===== src/rtl/sequenceur_adresse.sv =====
// Sample-RAM address sequencer: record, step-back review and playback; SEQADR_WRAP_EN makes step-back wrap from 0 to AdMax.
// WrEn/RdEn one cycle after their strobe; no backpressure, a Tick landing on an active RdEn is dropped.
module sequenceur_adresse #(
  parameter int POLARITY_RA = 1,
  parameter int MODE        = 1
) (
  input  logic       Clk,
  input  logic       Reset,
  input  logic       Mode,
  input  logic       SampleValid,
  input  logic       RetourArriere,
  input  logic       Lecture,
  input  logic       Tick,
  output logic [6:0] Adresse,
  output logic       WrEn,
  output logic       RdEn,
  output logic [6:0] AdMax,
  output logic       Plein,
  output logic [1:0] Etat
);

  typedef enum logic [1:0] {
    IDLE   = 2'b00,
    RECORD = 2'b01,
    REVIEW = 2'b10,
    PLAY   = 2'b11
  } etat_t;

  etat_t      etatQ;
  logic [7:0] nbEch;
  logic       raPrev;
  logic       edgeRa;
  logic       pm;
  logic       raPol;
  logic       raActive;

  assign pm       = (MODE != 0) ? Mode : ~Mode;
  assign raPol    = (POLARITY_RA != 0) ? RetourArriere : ~RetourArriere;
  assign raActive = raPol & ~raPrev;

  // nbEch never exceeds 128, so bit 7 alone flags a full memory
  assign Plein = nbEch[7];
  assign Etat  = etatQ;

  function automatic logic [6:0] stepBack(input logic [6:0] a, input logic [6:0] m);
`ifdef SEQADR_WRAP_EN
    return (a == 7'd0) ? m : a - 7'd1;
`else
    return (a == 7'd0) ? 7'd0 : a - 7'd1;
`endif
  endfunction

  always_ff @(posedge Clk) begin
    if (Reset) begin
      etatQ   <= IDLE;
      Adresse <= 7'd0;
      AdMax   <= 7'd0;
      nbEch   <= 8'd0;
      WrEn    <= 1'b0;
      RdEn    <= 1'b0;
      raPrev  <= 1'b0;
      edgeRa  <= 1'b0;
    end else begin
      raPrev <= raPol;
      edgeRa <= raActive;
      WrEn   <= 1'b0;
      RdEn   <= 1'b0;
      case (etatQ)
        IDLE: begin
          if (pm) begin
            etatQ <= RECORD;
            nbEch <= 8'd0;
            AdMax <= 7'd0;
          end else if (nbEch != 8'd0) begin
            etatQ   <= REVIEW;
            Adresse <= AdMax;
          end
        end
        RECORD: begin
          if (!pm) begin
            if (nbEch != 8'd0) begin
              etatQ   <= REVIEW;
              Adresse <= AdMax;
            end else begin
              etatQ <= IDLE;
            end
          end else if (SampleValid && !Plein) begin
            WrEn    <= 1'b1;
            Adresse <= nbEch[6:0];
            AdMax   <= nbEch[6:0];
            nbEch   <= nbEch + 8'd1;
          end
        end
        REVIEW: begin
          if (pm) begin
            etatQ <= RECORD;
            nbEch <= 8'd0;
            AdMax <= 7'd0;
          end else if (Lecture) begin
            etatQ <= PLAY;
          end else if (edgeRa) begin
            Adresse <= stepBack(Adresse, AdMax);
          end
        end
        PLAY: begin
          if (pm) begin
            etatQ <= RECORD;
            nbEch <= 8'd0;
            AdMax <= 7'd0;
          end else if (RdEn) begin
            // close of the read cycle: advance, or park on the last sample
            if (Adresse < AdMax) begin
              Adresse <= Adresse + 7'd1;
            end else begin
              etatQ <= REVIEW;
            end
          end else if (Tick) begin
            RdEn <= 1'b1;
          end
        end
        default: etatQ <= IDLE;
      endcase
    end
  end

endmodule


===== config.mk =====
export PLATFORM = sky130hd
export DESIGN_NAME = sequenceur_adresse
export DESIGN_NICKNAME = d
export VERILOG_FILES = /design/src/rtl/sequenceur_adresse.sv
export SDC_FILE = /design/constraint.sdc
export NUM_CORES = 1
export LEC_CHECK = 0
export CORE_AREA = 2 2 61 63
export DETAILED_ROUTE_END_ITERATION = 16
export DIE_AREA = 0 0 63 65
export GPL_ROUTABILITY_DRIVEN = 0
export HOLD_SLACK_MARGIN = 0.12
export PLACE_DENSITY = 0.82
export SLEW_MARGIN = 40
export SYNTH_ARGS = -nofsm -noshare
export SYNTH_HDL_FRONTEND = slang
export SYNTH_SLANG_ARGS = --single-unit

===== constraint.sdc =====
create_clock -name Clk -period 5.3 [get_ports Clk]
set_clock_uncertainty 0.1 [all_clocks]
set_input_delay 1.59 -clock Clk [delete_from_list [all_inputs] [get_ports Clk]]
set_output_delay 1.59 -clock Clk [all_outputs]
set_load 0.05 [all_outputs]

Word level (Yosys, flattened, before mapping)

Index checks and enable logic that the tools add are counted.
W data, S select, Z words.

Flip-flop bits (word level): 28
Input bits: 7
Output and inout port bits: 19
Logic and storage cells: 78

$add $sub $neg: 3
Order comparisons: 1
Equality and inequality tests: 19
Muxes and demuxes: 31
Bitwise logic cells: 5
Reductions and logical operators: 11

Operators with widths:

| operator              | number |
|---|---|
| $mux W7               | 13 |
| $pmux W7 S4           | 1 |
| $mux W8               | 3 |
| $ne A2 B2 Y1 const B  | 10 |
| $mux W2               | 9 |
| $pmux W8 S2           | 1 |
| $ne A3 B3 Y1 const B  | 5 |
| $pmux W7 S2           | 1 |
| $add A8 B1 Y8 const B | 1 |
| $pmux W2 S4           | 1 |
| $reduce_and A8 Y1     | 1 |
| $reduce_bool A8 Y1    | 1 |
| $add A7 B1 Y7 const B | 1 |
| $logic_not A7 Y1      | 1 |
| $lt A7 B7 Y1          | 1 |
| $sub A7 B1 Y7 const B | 1 |
| $reduce_or A3 Y1      | 2 |
| $reduce_and A5 Y1     | 1 |
| $eq A2 B2 Y1 const B  | 2 |
| $not A1 Y1            | 4 |
| $reduce_or A4 Y1      | 1 |
| $reduce_and A3 Y1     | 1 |
| $eq A2 B1 Y1 const B  | 1 |
| $logic_not A2 Y1      | 1 |
| 5 further kinds       | 6 |

Longest topological paths before layout

Depth in word-level cells: 6
Mapped depth: 8
Depth with buffers taken out: 7

Worst setup path after synthesis

No wires, ideal clock.

Path type: in2reg
Start point: input port Mode
End point: register Adresse[4]
Library setup time: 86 ps
Arrival time: 2719 ps
Required time: 5114 ps
Path slack: 2395 ps
Cell stages on the path: 7
Path buffers: 2
Cells stage by stage: clkbuf_1 > and2_1 > clkbuf_1 > nand2_1 > a31o_2 > o221a_2 > a211oi_1

Word-level cells in the longest chain between the ends: 2
Elaborated cells between the ends (all ways): 7
Those cells by class: eq/ne: 4; mux: 2; reduce/logical: 1

Ends and longest elaborated chain:

| what                                                                     | RTL line | source |
|---|---|---|
| start, declared                                                          | 9        | `input logic Mode,` |
| $ne A3 B3 Y1 (no source line), or another cell as far along              | -        |  |
| $reduce_and A8 Y1 (no source line) / $pmux W7 S4 (equally long branches) | -        |  |
| end signal, assigned                                                     | 76       | `Adresse <= AdMax;` |
| end signal, assigned                                                     | 83       | `Adresse <= AdMax;` |
| end signal, assigned                                                     | 89       | `Adresse <= nbEch[6:0];` |
| end, declared                                                            | 14       | `output logic [6:0] Adresse,` |

Several ways; a longest one is shown, not always the timed one.
A chain may end at the register's enable or synchronous reset.

Final worst setup path

Start point: register Adresse[2]
End point: output port Adresse[2]

No word-level cell between the ends.

==> metrics.md <==
| Metric | Value |
|---|---|
| Status | `finished clean` |
| Most common library cell in the layout ignoring fill and taps | `dfxtp_1` |
| Initial antenna violation count | `0` |
| Mapped Area | `slightly below 2000 um2` |
| Worst hold endpoint | `edgeRa` |
| Synth Area in Simple Gates | `0.195` |
| Residual DRC | `0` |
| Final setup vio count | `0` |
| Yosys cell types | `53` |
| Hold_buf cts | `0` |
| Flop-to-flop setup slack | `2.65 ns` |
| Hold Violations, Final | `0` |
| Worst-Margin Slew | `about 0.73 ns` |
| Area fraction in compound gates after synthesis | `0.294` |
| Share of post-route cells with drive strength above 1 | `0.0431` |
| Die W | `approximately 63 um` |
| Hold path depth | `1` |
| Fmax | `282 MHz` |
| Largest family of logic cells by synthesized area | `compound AO/OA/AOI/OAI gates` |
| DIE HEIGHT | `65 um` |
| Crit end category | `primary output` |
| Post-Synthesis Cells | `roughly 240` |
| Root Driver | `clkbuf_4` |
| Post-DP HPWL | `3640 um` |
| Area grow syn2layout | `15.9%` |
| Worst-path fanout max | `13` |
| Post-Synth Adder-Cell Area | `0.0948` |
| Post-route ant nets | `0` |
| Port Buffers | `25` |
| Largest net degree at the start of global routing | `20` |
| Initial Util | `0.567` |
| Post-Syn Nets | `260` |
| RR Endpoint | `Etat[1]` |
| 1st-pass router iterations | `5` |
| Max-slew violation count | `0` |
| Fillers | `roughly 310` |
| Total negative slack | `0 ns` |
| # H-tree levels | `1` |
| Worst hold path class | `flip-flop to flip-flop` |
| RR Startpoint | `Adresse[2]` |
| Mux share of post-synthesis cell area | `0.0208` |
| FP Rows | `22` |
| GRT Total Usage | `0.261` |
| RSZ-0062 raised after global routing | `false` |
| Worst path cell trace | `clkdlybuf4s50_1` |
| Reg2reg path depth | `6` |
| Number of global-route vias before repair | `1814` |
| WP data required | `3.61 ns` |
| Tcrit/Tclk final | `0.669` |
| Max IR drop VDD | `0.000148 V` |
| PD cells | `277 nW/um2` |
| Worst-skew pair later-pin latency | `about 0.34 ns` |
| Beginning of the worst hold path | `raPrev` |
| Worst EP arrival | `1.86 ns` |
| Post-CTS setup buffers | `0` |
| Io pins | `26` |
| Nets@finish | `278` |
| Iter 0 DRT Violations | `230` |
| Crit path max-delay cell type | `clkdlybuf4s50_1` |
| Slew Limit Headroom | `0.514` |
| Crit path time final | `3.55 ns` |
| CTS Buf Count | `3` |
| CTS Buffer Depth | `2` |
| Most frequent cells in the layout | `dfxtp_1, clkdlybuf4s50_1, inv_1, nor2_1, ha_1` |
| Crit Path Class | `flip-flop to primary output` |
| GRT overflow | `0` |
| CP peak stage delay | `0.89 ns` |
| Die area | `4100 um2` |
| Cell Area, Placed | `between 2000 and 2500 um2` |
| Via-to-Cell Ratio | `6.40` |
| Resized cells post-CTS | `0` |
| CTS tree | `built` |
| Leakage power total | `0.843 nW` |
| Syn_area_per_cell | `8.32 um2` |
| Register area share after synthesis | `0.283` |
| Diodes inserted | `0` |
| Final Instance Area | `2300 um2` |
| Synth warnings | `0` |
| WL final | `between 5000 and 6000 um` |
| Clock Sinks | `28` |
| Clock-pin transition on the worst setup and hold timing paths | `between 0.15 and 0.2 ns` |
| First-pass GRT wire length | `8570 um` |
| Post-synth EDFFs | `0` |
| Max-Cap Viols | `0` |
| Placeable Area | `3500 um2` |
| Critical path's top delay family | `buffers and inverters` |
| Buf/Inv on CP | `1` |
| XOR/XNOR Fraction of Synth Area | `0.0398` |
| Asr flop ratio synth | `0` |
| Primary FF master, synth | `dfxtp_1` |
| Type of origin of the critical path | `flip-flop` |
| DR WL/cell | `16.6 um` |
| Vias post-DR | `slightly below 2000` |
| Seq cells post-synth | `28` |
[power by group]
part / switching, mW / internal, mW / leakage (nW) / total (mW)
sequential: 0.0283 / 0.222 / 0.227 / 0.251
clock: 0.0649 / 0.0765 / 0.0279 / 0.141
combinational: 0.150 / 0.0935 / 0.588 / 0.244
total: 0.243 / 0.392 / 0.843 / 0.636
[cell usage after synthesis (3+ instances only)]
| library cell | instances | area share |
|---|---|---|
| dfxtp_1 | 28 | 0.28 |
| inv_1 | 23 | 0.044 |
| ha_1 | 15 | 0.095 |
| nor2_1 | 15 | 0.028 |
| a211oi_1 | 11 | 0.042 |
| a21oi_1 | 11 | 0.028 |
| o21ai_0 | 11 | 0.028 |
| nand2_1 | 9 | 0.017 |
| a22o_1 | 8 | 0.035 |
| nor2b_1 | 8 | 0.025 |
| clkbuf_1 | 7 | 0.013 |
| nand3_1 | 7 | 0.018 |
| nand2b_1 | 6 | 0.019 |
| o31ai_1 | 6 | 0.023 |
| xor2_1 | 5 | 0.022 |
| a221oi_1 | 4 | 0.018 |
| buf_2 | 4 | 0.010 |
| o2111ai_1 | 4 | 0.018 |
| or4_1 | 4 | 0.015 |
| xnor2_1 | 4 | 0.018 |
| a31oi_1 | 3 | 0.0095 |
| and2_1 | 3 | 0.0095 |
| and3_1 | 3 | 0.0095 |
| mux2i_1 | 3 | 0.015 |
[through the flow]
| stage | setup slack (ns) | hold WS, ns | std cells | total power, mW | utilization |
|---|---|---|---|---|---|
| 2_1_floorplan | 2.40 | 0.267 | 238 | 0.429 | - |
| 3_3_place_gp | 1.59 | 0.275 | 299 | 0.486 | 0.639 |
| 3_5_place_dp | 1.56 | 0.276 | 299 | 0.490 | 0.639 |
| 4_1_cts | 1.78 | 0.297 | 303 | 0.632 | 0.654 |
| 5_1_grt | 1.69 | 0.302 | 303 | 0.669 | 0.657 |
| 6_report | 1.75 | 0.292 | 303 | 0.636 | 0.657 |
[sequential cells by signal (all words and copies together), names as in the netlist]
register	count
nbEch	8
AdMax	7
Adresse	7
Etat	2
RdEn	1
WrEn	1
edgeRa	1
raPrev	1
[worst max-delay path by stage]
stage                    start    endpoint  cells after the start
floorplan                 Mode  Adresse[4]                      7
global placement          Mode     Etat[1]                      6
detailed placement        Mode     Etat[1]                      6
CTS                 Adresse[2]  Adresse[2]                      1
global route        Adresse[2]  Adresse[2]                      1
finish              Adresse[2]  Adresse[2]                      1
[cell type report]
type / instances / area, um2 / area share
well taps: 48 / 60.1 / 0.0262
inverters: 23 / 86.3 / 0.0376
multi-input cells: 175 / 1290 / 0.560
clock inverters: 1 / 30.0 / 0.0131
repair buffers: 25 / 250 / 0.109
flip-flops and latches: 28 / 561 / 0.244
clock buffers: 3 / 22.5 / 0.00981
[cell families after synthesis]
| kind of cell | after synthesis |
|---|---|
| buf+inv | 35 |
| fa+ha+maj | 15 |
| xor+xnor | 9 |
| flops | 28 |
| mux | 4 |
| compound gates | 81 |
| simple gates | 66 |
[metal layers]
layer	part of all wire	track usage
met1	0.43	0.346
met2	0.47	0.430
met3	0.076	0.0417
met4	0.031	0.0917
met5	0	0
(Power assumes the default switching activity.)
